===== src/rtl/receiver_pkg.sv =====
// rtl/receiver_pkg.sv - shared reply codes, result and state types for the pulse-link app layer
package skyfi_app_pkg;

  // Reply bytes sent back to the peer transmitter.
  localparam logic [7:0] ACK_CODE  = 8'h06;
  localparam logic [7:0] NACK_CODE = 8'h15;

  typedef enum logic [1:0] {
    ERR_NONE,
    ERR_DECODE,
    ERR_OVERFLOW,
    ERR_ENC_TMO
  } rx_err_t;

  typedef enum logic [2:0] {
    WAIT_RX,
    CONSUME,
    SEND,
    ENC_BUSY,
    ENC_DONE
  } rx_state_t;

  // Only a clean packet is acknowledged; every failure class gets a NACK.
  function automatic logic [7:0] reply_code(rx_err_t cls);
    return (cls == ERR_NONE) ? ACK_CODE : NACK_CODE;
  endfunction

endpackage


===== src/rtl/receiver_if.sv =====
// rtl/receiver_if.sv - Decoder/Encoder handshake bundle seen by the receiver
interface receiver_if #(
  parameter int N_PKT = 8
);

  logic [N_PKT-1:0] data_DEC;
  logic             avail_DEC;
  logic             error_DEC;
  logic             read_DEC;
  logic [N_PKT-1:0] data_ENC;
  logic             start_ENC;
  logic             avail_ENC;

  // Link side: the Decoder/Encoder pair.
  modport master (
    output data_DEC, avail_DEC, error_DEC, avail_ENC,
    input  read_DEC, data_ENC, start_ENC
  );

  // Receiver side.
  modport slave (
    input  data_DEC, avail_DEC, error_DEC, avail_ENC,
    output read_DEC, data_ENC, start_ENC
  );

endinterface


===== src/rtl/receiver_sat_counter.sv =====
// rtl/receiver_sat_counter.sv - event counter that sticks at all-ones
module sat_counter #(
  parameter int W = 16
) (
  input  logic         clk,
  input  logic         rst_n,
  input  logic         inc,
  input  logic         clear,
  output logic [W-1:0] q
);

  // Count up on inc, hold once every bit is set so the value never wraps.
  always_ff @(posedge clk or negedge rst_n) begin
    if (!rst_n) begin
      q <= '0;
    end else if (clear) begin
      q <= '0;
    end else if (inc && (q != '1)) begin
      q <= q + W'(1);
    end
  end

endmodule


===== src/rtl/receiver.sv =====
// rtl/receiver.sv - receive-node responder: latch good packets, ACK/NACK every packet
module receiver
  import skyfi_app_pkg::*;
#(
  parameter int N_PKT       = 8,
  parameter int ENC_TIMEOUT = 1_000_000,
  parameter int CNT_W       = 16
) (
  input  logic             clk,
  input  logic             rst_n,
  input  logic             start,
  output logic             avail,
  output rx_err_t          err_code,
  output logic [N_PKT-1:0] data_out,
  output logic             data_valid,
  input  logic             data_read,
  receiver_if.slave        link,
  output logic [CNT_W-1:0] good_count,
  output logic [CNT_W-1:0] bad_count
);

  // The count only has to reach ENC_TIMEOUT-1 before the FSM bails out.
  localparam int TMO_W = (ENC_TIMEOUT < 2) ? 1 : $clog2(ENC_TIMEOUT);

  rx_state_t        state;
  rx_state_t        state_nxt;
  rx_err_t          cls;
  rx_err_t          cls_now;
  logic [TMO_W-1:0] tmo_cnt;
  logic             in_reply;
  logic             tmo_hit;
  logic             reply_done;
  logic             inc_good;
  logic             inc_bad;

  assign in_reply = (state == SEND) || (state == ENC_BUSY) || (state == ENC_DONE);
  assign tmo_hit  = in_reply && (tmo_cnt == TMO_W'(ENC_TIMEOUT - 1));
  assign inc_good = (state == CONSUME) && (cls_now == ERR_NONE);
  assign inc_bad  = (state == CONSUME) && (cls_now != ERR_NONE);

  // The reply byte is only presented while a reply is in flight.
  assign link.data_ENC = in_reply ? N_PKT'(reply_code(cls)) : '0;

  // Classify the packet on offer; a same-cycle data_read frees the buffer.
  always_comb begin
    cls_now = ERR_NONE;
    if (link.error_DEC) begin
      cls_now = ERR_DECODE;
    end else if (data_valid && !data_read) begin
      cls_now = ERR_OVERFLOW;
    end
  end

  // Next-state and handshake strobes; the reply timeout overrides any progress.
  always_comb begin
    state_nxt      = state;
    avail          = 1'b0;
    link.read_DEC  = 1'b0;
    link.start_ENC = 1'b0;
    reply_done     = 1'b0;
    case (state)
      WAIT_RX: begin
        avail = 1'b1;
        if (start && link.avail_DEC) state_nxt = CONSUME;
      end
      CONSUME: begin
        link.read_DEC = 1'b1;
        state_nxt     = SEND;
      end
      SEND: begin
        if (tmo_hit) begin
          state_nxt = WAIT_RX;
        end else if (link.avail_ENC) begin
          link.start_ENC = 1'b1;
          state_nxt      = ENC_BUSY;
        end
      end
      ENC_BUSY: begin
        if (tmo_hit) state_nxt = WAIT_RX;
        else if (!link.avail_ENC) state_nxt = ENC_DONE;
      end
      ENC_DONE: begin
        if (tmo_hit) begin
          state_nxt = WAIT_RX;
        end else if (link.avail_ENC) begin
          reply_done = 1'b1;
          state_nxt  = WAIT_RX;
        end
      end
      default: state_nxt = WAIT_RX;
    endcase
  end

  // State register.
  always_ff @(posedge clk or negedge rst_n) begin
    if (!rst_n) state <= WAIT_RX;
    else        state <= state_nxt;
  end

  // Cycles spent waiting on the Encoder, restarted for every packet.
  always_ff @(posedge clk or negedge rst_n) begin
    if (!rst_n)                tmo_cnt <= '0;
    else if (state == CONSUME) tmo_cnt <= '0;
    else if (in_reply)         tmo_cnt <= tmo_cnt + TMO_W'(1);
  end

  // Hold the packet class for the reply byte and the final result.
  always_ff @(posedge clk or negedge rst_n) begin
    if (!rst_n)                cls <= ERR_NONE;
    else if (state == CONSUME) cls <= cls_now;
  end

  // Publish the result only once the reply has finished or been abandoned.
  always_ff @(posedge clk or negedge rst_n) begin
    if (!rst_n)          err_code <= ERR_NONE;
    else if (tmo_hit)    err_code <= ERR_ENC_TMO;
    else if (reply_done) err_code <= cls;
  end

  // One-entry app buffer: a new good packet beats a concurrent read.
  always_ff @(posedge clk or negedge rst_n) begin
    if (!rst_n) begin
      data_out   <= '0;
      data_valid <= 1'b0;
    end else if (inc_good) begin
      data_out   <= link.data_DEC;
      data_valid <= 1'b1;
    end else if (data_read) begin
      data_valid <= 1'b0;
    end
  end

  sat_counter #(.W(CNT_W)) u_good_cnt (
    .clk   (clk),
    .rst_n (rst_n),
    .inc   (inc_good),
    .clear (1'b0),
    .q     (good_count)
  );

  sat_counter #(.W(CNT_W)) u_bad_cnt (
    .clk   (clk),
    .rst_n (rst_n),
    .inc   (inc_bad),
    .clear (1'b0),
    .q     (bad_count)
  );

endmodule


===== src/flat_wrapper.sv =====
// flat-port wrapper written by rule: the top's interface ports become plain ports
module receiver_flat import skyfi_app_pkg::*;
#(
  parameter int N_PKT       = 8,
  parameter int ENC_TIMEOUT = 1_000_000,
  parameter int CNT_W       = 16
)
  (clk, rst_n, start, avail, err_code, data_out, data_valid, data_read, good_count, bad_count, link_data_DEC, link_avail_DEC, link_error_DEC, link_avail_ENC, link_read_DEC, link_data_ENC, link_start_ENC);
  receiver_if #(.N_PKT(N_PKT)) link_i ();
  input  logic clk;
  input  logic rst_n;
  input  logic start;
  output logic avail;
  output rx_err_t err_code;
  output logic [N_PKT-1:0] data_out;
  output logic data_valid;
  input  logic data_read;
  output logic [CNT_W-1:0] good_count;
  output logic [CNT_W-1:0] bad_count;
  input wire logic [$bits(link_i.data_DEC)-1:0] link_data_DEC;
  input wire logic [$bits(link_i.avail_DEC)-1:0] link_avail_DEC;
  input wire logic [$bits(link_i.error_DEC)-1:0] link_error_DEC;
  input wire logic [$bits(link_i.avail_ENC)-1:0] link_avail_ENC;
  output wire logic [$bits(link_i.read_DEC)-1:0] link_read_DEC;
  output wire logic [$bits(link_i.data_ENC)-1:0] link_data_ENC;
  output wire logic [$bits(link_i.start_ENC)-1:0] link_start_ENC;
  assign link_i.data_DEC = link_data_DEC;
  assign link_i.avail_DEC = link_avail_DEC;
  assign link_i.error_DEC = link_error_DEC;
  assign link_i.avail_ENC = link_avail_ENC;
  assign link_read_DEC = link_i.read_DEC;
  assign link_data_ENC = link_i.data_ENC;
  assign link_start_ENC = link_i.start_ENC;
  receiver #(.N_PKT(N_PKT), .ENC_TIMEOUT(ENC_TIMEOUT), .CNT_W(CNT_W)) u_core (.clk(clk), .rst_n(rst_n), .start(start), .avail(avail), .err_code(err_code), .data_out(data_out), .data_valid(data_valid), .data_read(data_read), .link(link_i), .good_count(good_count), .bad_count(bad_count));
endmodule

===== config.mk =====
export PLATFORM = sky130hd
export DESIGN_NAME = receiver_flat
export DESIGN_NICKNAME = d
export VERILOG_FILES = /design/src/rtl/receiver_pkg.sv /design/src/rtl/receiver_if.sv /design/src/rtl/receiver_sat_counter.sv /design/src/rtl/receiver.sv /design/src/flat_wrapper.sv
export SDC_FILE = /design/constraint.sdc
export NUM_CORES = 1
export LEC_CHECK = 0
export BUFFER_PORTS_ARGS = -buffer_cell sky130_fd_sc_hd__buf_2
export CAP_MARGIN = 10
export CORE_MARGIN = 5
export CORE_UTILIZATION = 25
export CTS_CLUSTER_DIAMETER = 150
export DETAILED_ROUTE_END_ITERATION = 10
export GPL_ROUTABILITY_DRIVEN = 0
export PLACE_DENSITY = 0.42
export REMOVE_ABC_BUFFERS = 1
export SYNTH_ARGS = -nofsm -noshare
export SYNTH_HDL_FRONTEND = slang
export SYNTH_SLANG_ARGS = --single-unit

===== constraint.sdc =====
create_clock -name clk -period 2 [get_ports clk]
set_input_delay 0.6 -clock clk [delete_from_list [all_inputs] [get_ports clk]]
set_output_delay 0.6 -clock clk [all_outputs]
set_load 0.01 [all_outputs]

Word level (Yosys, flattened, before mapping)
Cells that the tools add are included.
W data, S select, Z words.

storage, ports and cells
  bits in registers = 68
  word-level logic and storage cells = 64
  input port bits = 15

operators by class
  muxes and demuxes = 24
  equality and inequality tests = 11
  reduce and logical (&&, ||, !) cells = 18
  add/sub/neg operators = 3

operators by type and width
  operator                 count
  $mux W20                 2
  $add A16 B1 Y16 const B  2
  $ne A16 B16 Y1 const B   2
  $mux W3                  7
  $add A20 B1 Y20 const B  1
  $eq A20 B20 Y1 const B   1
  $pmux W3 S5              1
  $ne A3 B2 Y1 const B     3
  $mux W1                  8
  $mux W2                  4
  $mux W8                  1
  $reduce_bool A2 Y1       4
  $logic_and A1 B1 Y1      7
  $eq A3 B2 Y1 const B     2
  $mux W5                  1
  $logic_not A2 Y1         2
  $reduce_and A4 Y1        1
  $eq A3 B1 Y1 const B     1
  $eq A3 B3 Y1 const B     1
  $logic_not A3 Y1         1
  $logic_or A1 B1 Y1       2
  $ne A2 B1 Y1 const B     1
  $logic_not A1 Y1         1

Depth between registers and ports, before layout
Gate-level depths: netlist (run 1).

  depth in word-level cells = 8
  depth in mapped cells = 8

Modules after synthesis
From an unflattened synthesis (run 1), not the netlist that was laid out.

unflattened totals
  cells, all modules = 373
  area total of the unflattened synthesis = 3731.1 sq um

by module, submodules not included
  module       cells an instance  times used  area each (sq um)  seq. area each (sq um)
  sat_counter  98                 2           942.2              400.4
  receiver     177                1           1846.8             900.9

Least setup slack after synthesis (run 1)
Ideal clock, no wire load.

  path type = reg-to-output
  start = register u_core.state[1]
  end = output link_read_DEC
  setup slack = -0.009 ns
  required time = 1.400 ns
  data arrival time = 1.409 ns
  path buffers = 3
  cell stages (with the launch flop) = 6
  cell sequence = dfrtp_1 > buf_4 > or3b_1 > buf_4 > clkinv_2 > clkbuf_1

on the way
  longest elaborated chain between the ends = 2

RTL lines
  element                   RTL line            source
  start: declaration        receiver.sv:25      rx_state_t state;
  start signal: assignment  receiver.sv:97      else state <= state_nxt;
  $eq A3 B1 Y1              receiver.sv:61      case (state)
  $mux W1                   receiver.sv:61
  end: declaration          flat_wrapper.sv:24  output wire logic [$bits(link_i.read_DEC)-1:0] link_read_DEC;

Every way passes these cells.

Worst setup path after layout (run 1)
  start = register u_core.tmo_cnt[3]
  end = register u_core.state[1]

on the way
  longest elaborated chain between the ends = 4
  elaborated cells between the ends (all ways) = 10

RTL lines
  element                                                            RTL line         source
  start: declaration                                                 receiver.sv:29   logic [TMO_W-1:0] tmo_cnt;
  start signal: assignment                                           receiver.sv:104  else if (in_reply) tmo_cnt <= tmo_cnt + TMO_W'(1);
  $eq A20 B20 Y1 (*)                                                 receiver.sv:37   assign tmo_hit = in_reply && (tmo_cnt == TMO_W'(ENC_TIMEOUT - 1));
  $logic_and A1 B1 Y1 (*)                                            receiver.sv:37
  $ne A3 B2 Y1 (no line) (tied with other cells)                     --
  $reduce_and A4 Y1 (no line) / $pmux W3 S5 (equally long branches)  --

Mark *: on every way between the ends. The rest lies on a longest branch, timed or not.
A chain may end at the register's enable or synchronous reset.

==> impl_metrics.ini, run 1 <==
[worst_setup_path]
crit_arrival_ns = 2.42
crit_top_cell = buf_4
crit_required_ns = 2.20
critPathLaunchType = flip-flop
critPathMaxFanout = 5
r2r_cells = 13
r2r_slack_ns = -0.22
crit_slowest_cell = dfrtp_1
path_class = reg2reg
cp_cell_sequence = and3_2 > nand2_2 > buf_4 > buf_4 > buf_4 > buf_4 > buf_4 > buf_4 > buf_4 > buf_4 > buf_4 > o22ai_2 > a211oi_2
r2r_start = u_core.tmo_cnt[3]
timing.rr.end = u_core.state[1]
endpoint_kind = flip-flop
worst_path_largest_cell_delay_ns = 0.43

[timing]
setup_viol = 6
setup_ws_ns = -0.2181
fin_crit_sh = 1.109
finalClockSkew_ns = 0.006713
max_freq_mhz = 450.8
maxSlewViolCount = 0
holdWs_ns = 0.2877
finalHoldViolations = 0
fin_crit_ns = 2.218
grt_setup_unrepaired = yes
relSlewSlack = 0.6649
worstMarginPinSlew_ns = 0.5005

[worst_hold_path]
min_path_type = in2async

[place]
dp.cells = 624
dpl_cell_area_um2 = 4298
dp_hpwl_mm = 6.691
io_buffers = 64

[floorplan]
die_width_um = 128.5
core_area_um2 = 13830
ios = 69
start_util = 0.2537
die_y_um = 128.5
fp-row-count = 43
dieArea_um2 = 16500

[power]
power.share.sequential = 0.367
power.switching_uw = 1777
combPwrFrac = 0.334
power_density_nw_per_um2 = 1055
power_frac_clock = 0.298
p_leak_uw = 0.002304
power.internal_uw = 3433
ir_drop_mv = 0.4635
power_uw = 5210
switching_share = 0.3410

[finish]
instances_no_fill = 662
diodes = 0
stdcell_area_um2 = 4938
layout-area-overhead-vs-synth_pct = 40.76
final_util = 0.3572
drive_gt1_frac = 0.3817
fillers = 1406
fin_nets = 495

[clock_network]
cts_buffer_depth = 2
clock_latency_ns = 0.33
numCtsBuffers = 9
clock-sinks = 68
cts_tree = done
hold_buffers = 0
clk_pin_slew_ns = 0.06
cts_root_buf = clkbuf_16
ctsHtreeMaxLevel = 3

[drt]
ant_nets = 0
drc_errors = 0
num_vias = 3110
wl_per_cell_um = 14.66
firstDrtPassIters = 4
routed_via_density = 4.698
drtIter0Drc = 139
drt-total-wl_mm = 9.704

[synth]
synth_area_leaders = dfrtp_1 (49%), xor2_1 (5.7%), nand2_1 (4.3%), xnor2_1 (3.2%), nand4_1 (2.7%)
avgSynthCellArea_um2 = 9.995
synth_top_area_cell = dfrtp_1
postSynthRegisterBits = 68
yosysTopAreaCellShare = 0.4850
ys_types = 49
seq_area_frac_synth = 0.4850
netlist_area_um2 = 3508
synth_warnings = 0
synthCells = 351

[grt]
gr-total-overflow = 0
grt_usage = 0.1213
grt_max_degree = 69
grt_pass1_wl_mm = 15.98
grt_antenna_before_repair = 1
grt_pass1_vias = 3198

[status]
status = complete, but fails checks
violations = setup timing

[flow_run]
drv_cap = 0
[cell usage in the layout (no fill, tap or decap), drive strengths merged, types with 3 or more instances in the layout]
master   synthesis  final
nor4             9      9
nand3           17     17
a2111oi          3      3
ha               3      3
nor3            11     11
xnor2           13     13
clkinv           1      3
buf             13    129
o21ai           13     13
clkbuf           4     11
o31ai            8      8
nor2b            3      3
and4b            3      3
o211ai           4      4
a211oi           7      7
a21oi           15     15
or3              6      6
and3             6      6
mux2i            3      3
nor3b            3      3
conb             1      4
xor2            23     23
dfrtp           68     68
o2111ai          4      4
nor2            18     18
nand2           40     40
nand4           15     15
inv              9     10
and4             6      6
or4              6      6
[metal layers]
metal,global-route usage,part of all wire
met1,0.1620,0.47
met2,0.1888,0.47
met3,0.02242,0.031
met4,0.05993,0.023
met5,0,0.00072
[flip-flops by register name (all words and copies together), names as in the netlist]
register,cells
u_core.err_code,2
u_core.u_good_cnt.q,16
u_core.cls,2
u_core.u_bad_cnt.q,16
u_core.data_out,8
u_core.state,3
u_core.tmo_cnt,20
u_core.data_valid,1
[layout make-up]
class,count,area (µm²),share of cell area
Clock inverter,5,52.55,0.01064
Clock buffer,11,232.7,0.04712
Timing Repair Buffer,129,855.8,0.1733
Tap cell,180,225.2,0.04560
Sequential cell,68,1705,0.3453
Inverter,10,45.04,0.009121
Multi-Input combinational cell,259,1822,0.3689
[cells in the mapped netlist (all sizes together)]
library cell and number:
dfrtp 68, nand2 40, xor2 23, nor2 18, nand3 17, a21oi 15
nand4 15, buf 13, o21ai 13, xnor2 13, nor3 11, inv 9
nor4 9, o31ai 8, a211oi 7, and3 6, and4 6, or3 6
or4 6, clkbuf 4, o2111ai 4, o211ai 4, a2111oi 3, and4b 3
ha 3, mux2i 3, nor2b 3, nor3b 3, mux2 2, nand2b 2
or2 2, or3b 2, a211o 1, a311o 1, and2 1, clkinv 1
conb 1, nand3b 1, nor4b 1, nor4bb 1, o21a 1, o22ai 1
[stage by stage]
stage                     TNS [ns]  setup slack (ns)
final                      -0.6787           -0.2181
after CTS                  -0.8237           -0.1819
after global placement     -0.1446          -0.09370
after floorplan             -1.758           -0.2523
after global routing        -1.188           -0.2780
after detailed placement  -0.07777          -0.05453
[power groups by stage]
stage / registers (µW) / clock network (µW) / logic [µW]
final: 1910 / 1550 / 1740
after global routing: 1960 / 1650 / 1950
after CTS: 1900 / 1610 / 1580
after detailed placement: 1920 / 0 / 1450
after global placement: 1910 / 0 / 1440
after floorplan: 1970 / 0 / 663
[cell families (layout without fill, tap and decap cells)]
logic type | after synthesis | count (layout) | synth area share
DFF | 68 | 68 | 0.4850
and+or+nand+nor | 153 | 153 | 0.2471
xor gates and xnor gates | 36 | 36 | 0.08987
other | 1 | 4 | 0.001069
muxes | 5 | 5 | 0.01498
AOI/OAI and AO/OA | 58 | 58 | 0.1109
buffers and inverters | 27 | 155 | 0.04030
adders and majority gates | 3 | 3 | 0.01070
[worst max-delay path by stage]
| stage | slack [ns] | start | end |
|---|---|---|---|
| floorplan | -0.25 | u_core.u_good_cnt.q[0] | u_core.u_good_cnt.q[1] |
| global placement | -0.09 | u_core.state[1] | u_core.u_bad_cnt.q[9] |
| detailed placement | -0.05 | u_core.state[1] | u_core.u_bad_cnt.q[9] |
| CTS | -0.18 | u_core.tmo_cnt[7] | link_start_ENC |
| global route | -0.28 | u_core.tmo_cnt[7] | link_start_ENC |
| finish | -0.22 | u_core.tmo_cnt[3] | u_core.state[1] |
[critical path: cells and delay by family, from the launching register on]
| family | cells | cell delay (ns) |
|---|---|---|
| AOI/OAI and AO/OA | 2 | 0.19 |
| buffers and inverters | 9 | 1.12 |
| DFF | 1 | 0.43 |
| and+or+nand+nor | 2 | 0.36 |
[repair_timing]
action | CTS | global route
pin swaps | 5 | 12
gates resized for setup | 20 | 29
endpoints found under the setup margin | 8 | 23
gates cloned | 0 | 0
setup buffers | 18 | 8
(Power assumes the default switching activity.)
==> run 2, diff against run 1 <==
Settings changed: PLACE_DENSITY 0.42 to 0.49, RECOVER_POWER set to 25.
==> run 2 against run 1 <==
The flow still finishes with violations (setup timing). Die area is the same. Routed wire length shrank 0.80%. Clock skew grew 0.0011 ns. Combinational power is essentially flat. Sequential share of layout area grew 0.66 points. Largest power group unchanged.
==> impl_metrics.ini, run 2 (same netlist as run 1, synthesis figures left out) <==
[status]
status = complete, but fails checks
violations = setup timing

[drt]
wl_per_cell_um = 14.81
drt-total-wl_mm = 9.626
drtIter0Drc = 119
firstDrtPassIters = 4
num_vias = 3072
routed_via_density = 4.726
ant_nets = 0
drc_errors = 0

[worst_setup_path]
startpoint = u_core.tmo_cnt[1]
crit_required_ns = 1.40
critPathLaunchType = flip-flop
endpoint_kind = primary output
critPathMaxFanout = 4
r2r_start = u_core.state[1]
crit_arrival_ns = 1.63
path_class = reg2out

[timing]
relSlewSlack = 0.3523
setup_viol = 6
setup_ws_ns = -0.2293
finalClockSkew_ns = 0.007767
worstMarginPinSlew_ns = 0.9716
grt_setup_unrepaired = yes
finalHoldViolations = 0
maxSlewViolCount = 0
tns_ns = -0.3804
fin_crit_sh = 1.115
fin_crit_ns = 2.229
max_freq_mhz = 448.6

[worst_hold_path]
min_path_type = in2reg
holdCritStartpoint = link_data_DEC[6]

[clock_network]
hold_buffers = 0
clock_latency_ns = 0.34
cts_tree = done
cts_buffer_depth = 2
clock-sinks = 68
ctsHtreeMaxLevel = 3
clk_pin_slew_ns = 0.06
cts_root_buf = clkbuf_16
numCtsBuffers = 9

[floorplan]
die_y_um = 128.5
fp-row-count = 43
die_width_um = 128.5
start_util = 0.2537
core_area_um2 = 13830
dieArea_um2 = 16500
ios = 69

[place]
dpl_cell_area_um2 = 4305
io_buffers = 64
dp_hpwl_mm = 6.608

[grt]
gr-total-overflow = 0
grt_max_degree = 69
grt_antenna_before_repair = 0
grt_pass1_wl_mm = 15.55
grt_usage = 0.1181
grt_pass1_vias = 3026

[finish]
stdcell_area_um2 = 4838
final_common_cell = dfrtp_1
diodes = 0
reg_top3 = u_core.tmo_cnt x20, u_core.u_bad_cnt.q x16, u_core.u_good_cnt.q x16
final_util = 0.3499
largest_reg_flops = 20
layout-area-overhead-vs-synth_pct = 37.91
final_cell_mix = dfrtp_1 (67), buf_2 (60), buf_4 (46)
largest-register = u_core.tmo_cnt
drive_gt1_frac = 0.3511
fin_nets = 483

[power]
ir_drop_mv = 0.4291
power_uw = 5169
p_leak_uw = 0.002249
power_density_nw_per_um2 = 1068

[flow_run]
drv_cap = 0
## run 2: cell count changes in the layout (fill, tap and decap cells not counted), sizes merged
cell      before  now
clkbuf        11   16
clkinv         3    2
inv           10    9
buf          129  115
bufinv         1    0
clkinvlp       1    0
nand3         17   18
## run 2: what timing repair did
item,CTS,global route
pin swaps,6,6
cloned,0,1
setup buffers,4,5
resized for setup,23,20
setup endpoints to repair,9,22
## run 2: path summary, 6_finish.rpt
check	cells past startpoint	slack, ns	endpoint
worst max register to register	4	-0.03	u_core.tmo_cnt[19]
max in group asynchronous	2	0.78	u_core.state[1]
worst max-delay path	6	-0.23	link_start_ENC
worst min register to register	2	0.48	u_core.data_out[0]
worst min-delay path	3	0.45	u_core.data_out[6]
min in group asynchronous	2	0.54	u_core.u_good_cnt.q[8]
## run 2: worst max-delay path, stage by stage, from the launching register on
cell     delay [ns]
dfrtp_1        0.39
ha_1           0.22
and2_4         0.18
nand2_1        0.11
nor2_2         0.07
nor3b_2        0.16
buf_2          0.16
## run 2: report_power, final
part | internal (µW) | leakage, µW | switching, µW
Combinational | 832 | 0.00121 | 934
Clock | 940 | 0.000140 | 581
Sequential | 1640 | 0.000894 | 242
Total | 3410 | 0.00225 | 1760
## run 2: final cells by class
cell class                      count  area (µm²)
Timing Repair Buffer              116       754.5
Inverter                           10       50.05
Sequential cell                    68        1703
Tap cell                          180       225.2
Fill cell                        1406        8989
Multi-Input combinational cell    260        1823
Clock buffer                       15       277.8
Clock inverter                      1       5.005
## run 2: metal layers
metal	vias to the layer above	part of all wire	track usage
li1	1511	-	-
met1	1496	0.47	0.1579
met2	53	0.47	0.1790
met3	12	0.040	0.03404
met4	0	0.017	0.04931
met5	-	0	0
## run 2: per-stage QoR
stage                     std cells  hold slack (ns)  setup WS [ns]
after floorplan                 337           0.3044        -0.2523
final                           650           0.4548        -0.2293
after global routing            650           0.4605        -0.3537
after detailed placement        625           0.4614        -0.1068
after global placement          625           0.4546       -0.08243
after CTS                       645           0.3085        -0.2206
==> run 3, diff against run 2 <==
Settings changed: CORE_MARGIN 5 to not set, GPL_ROUTABILITY_DRIVEN 0 to not set.
==> run 3 against run 2 <==
The flow still finishes with violations (setup timing). Global-route usage grew 0.59 points. Cell area decreased by 3.4%. Hold slack improved by 0.019 ns. Final cell count fell by 3.2%. Critical path depth unchanged. Die area is 12% lower. Flip-flop and latch count unchanged. Largest power group unchanged.
==> impl_metrics.ini, run 3 (same netlist as run 1, synthesis figures left out) <==
[status]
status = complete, but fails checks
violations = setup timing

[finish]
final_common_cell = dfrtp_1
regArea_um2 = 1702
layout-area-overhead-vs-synth_pct = 33.24
largest_reg_flops = 20
instances_no_fill = 629
final_cell_mix = dfrtp_1 (68), buf_2 (62), nand2_1 (40)
drive_gt1_frac = 0.3267
multi_input_area_um2 = 1812
diodes = 0
reg_top3 = u_core.tmo_cnt x20, u_core.u_bad_cnt.q x16, u_core.u_good_cnt.q x16
largest-register = u_core.tmo_cnt
fillers = 1421
fin_nets = 468

[grt]
grt_max_degree = 69
grt_usage = 0.1240
grt_pass1_vias = 2854
grt_use_met2 = 0.1879
gr-total-overflow = 0
use_met3 = 0.03915
grt_antenna_before_repair = 0
top_usage_layer = met2
grt_pass1_wl_mm = 14.03
grt_use_met1 = 0.1651

[worst_setup_path]
worst_path_largest_cell_delay_ns = 0.39
r2r_start = u_core.state[0]
cp_cell_sequence = ha_1 > and2_4 > nand2_1 > nor2_2 > nor3b_2 > buf_2
path_class = reg2out
r2r_slack_ns = 0
crit_buf_inv = 1
critPathLaunchType = flip-flop
startpoint = u_core.tmo_cnt[1]
crit_slowest_cell = dfrtp_1
critPathMaxFanout = 4
crit_required_ns = 1.40
crit_family = simple AND/OR/NAND/NOR gates
crit_arrival_ns = 1.59
endpoint_kind = primary output

[timing]
holdWs_ns = 0.4735
relSlewSlack = 0.3567
fin_crit_sh = 1.095
finalClockSkew_ns = 0.009108
worstMarginPinSlew_ns = 0.9649
finalHoldViolations = 0
grt_setup_unrepaired = yes
maxSlewViolCount = 0
setup_viol = 6
max_freq_mhz = 456.4
setup_ws_ns = -0.1909
tns_ns = -0.6212
fin_crit_ns = 2.191

[drt]
ant_nets = 0
drt-total-wl_mm = 8.656
wl_per_cell_um = 13.76
firstDrtPassIters = 4
routed_via_density = 4.733
num_vias = 2977
drc_errors = 0
drtIter0Drc = 115

[clock_network]
cts_tree = done
ctsHtreeMaxLevel = 3
cts_buffer_depth = 2
cts_root_buf = clkbuf_16
numCtsBuffers = 9
hold_buffers = 0
clock_latency_ns = 0.32
clock-sinks = 68
clk_pin_slew_ns = 0.05

[place]
dp_hpwl_mm = 6.004
dp.cells = 607
gp_congestion = 0.7615
io_buffers = 64

[power]
combPwrFrac = 0.318
power_density_nw_per_um2 = 1053
switching_share = 0.3344
power.internal_uw = 3276
power.switching_uw = 1646
power_uw = 4923
p_leak_uw = 0.002171
ir_drop_mv = 0.4405
power_frac_clock = 0.301
power.share.sequential = 0.381

[flow_run]
drv_cap = 0

[worst_hold_path]
holdCritStartpoint = u_core.data_out[5]
min_path_type = reg2reg

[floorplan]
die_width_um = 120.5
start_util = 0.2608
dieArea_um2 = 14510
die_y_um = 120.5
core_area_um2 = 13450
ios = 69
fp-row-count = 42
[run 3: cell types whose count changed in the layout (fill, tap and decap cells not counted), sizes merged]
cell	delta
clkbuf	-3
buf	-15
clkinv	+1
[run 3: path summary, 6_finish.rpt]
| kind | end | cells past startpoint |
|---|---|---|
| worst min-delay path | u_core.data_out[5] | 2 |
| max in group asynchronous | u_core.tmo_cnt[9] | 2 |
| min in group asynchronous | u_core.data_out[0] | 2 |
| worst min register to register | u_core.data_out[5] | 2 |
| worst max-delay path | link_start_ENC | 6 |
| worst max register to register | u_core.tmo_cnt[19] | 4 |
[run 3: power groups by stage]
stage | Clock, µW | Sequential [µW] | Combinational (µW)
final | 1480 | 1870 | 1570
after global routing | 1600 | 1920 | 1750
after CTS | 1540 | 1870 | 1540
after detailed placement | 0 | 1900 | 1420
after global placement | 0 | 1890 | 1410
after floorplan | 0 | 1970 | 663
[run 3: final cells by class]
type	count	area share
Multi-Input combinational cell	260	0.3876
Sequential cell	68	0.3640
Timing Repair Buffer	101	0.1330
Clock buffer	12	0.05701
Tap cell	176	0.04711
Inverter	10	0.009101
Clock inverter	2	0.002141
[run 3: timing repair]
action / 4_1_cts / 5_1_grt
buffers inserted: 6 / 2
gates resized for setup: 15 / 18
endpoints found under the setup margin: 7 / 29
gates cloned: 0 / 1
pin swaps: 5 / 5
[run 3: metrics by stage]
step | utilization | worst slack [ns] | area [µm²]
detailed placement | 0.3118 | 0.005745 | 4195
global placement | 0.3118 | 0.008351 | 4195
CTS | 0.3396 | -0.2064 | 4568
global route | 0.3475 | -0.3113 | 4674
finish | 0.3475 | -0.1909 | 4674
floorplan | - | -0.2523 | 3417
[run 3: worst reg2reg max path, stage by stage, from the launching register on]
cell and delay (ns):
dfrtp_1 0.41, or3b_1 0.44, a211o_2 0.44, or4_1 0.48, a21oi_1 0.16
[run 3: layer usage]
metal | wire [µm] | vias to the layer above
met5 | 0 | -
met4 | 146 | 0
met3 | 300 | 9
met2 | 4079 | 45
met1 | 4130 | 1453
li1 | - | 1470
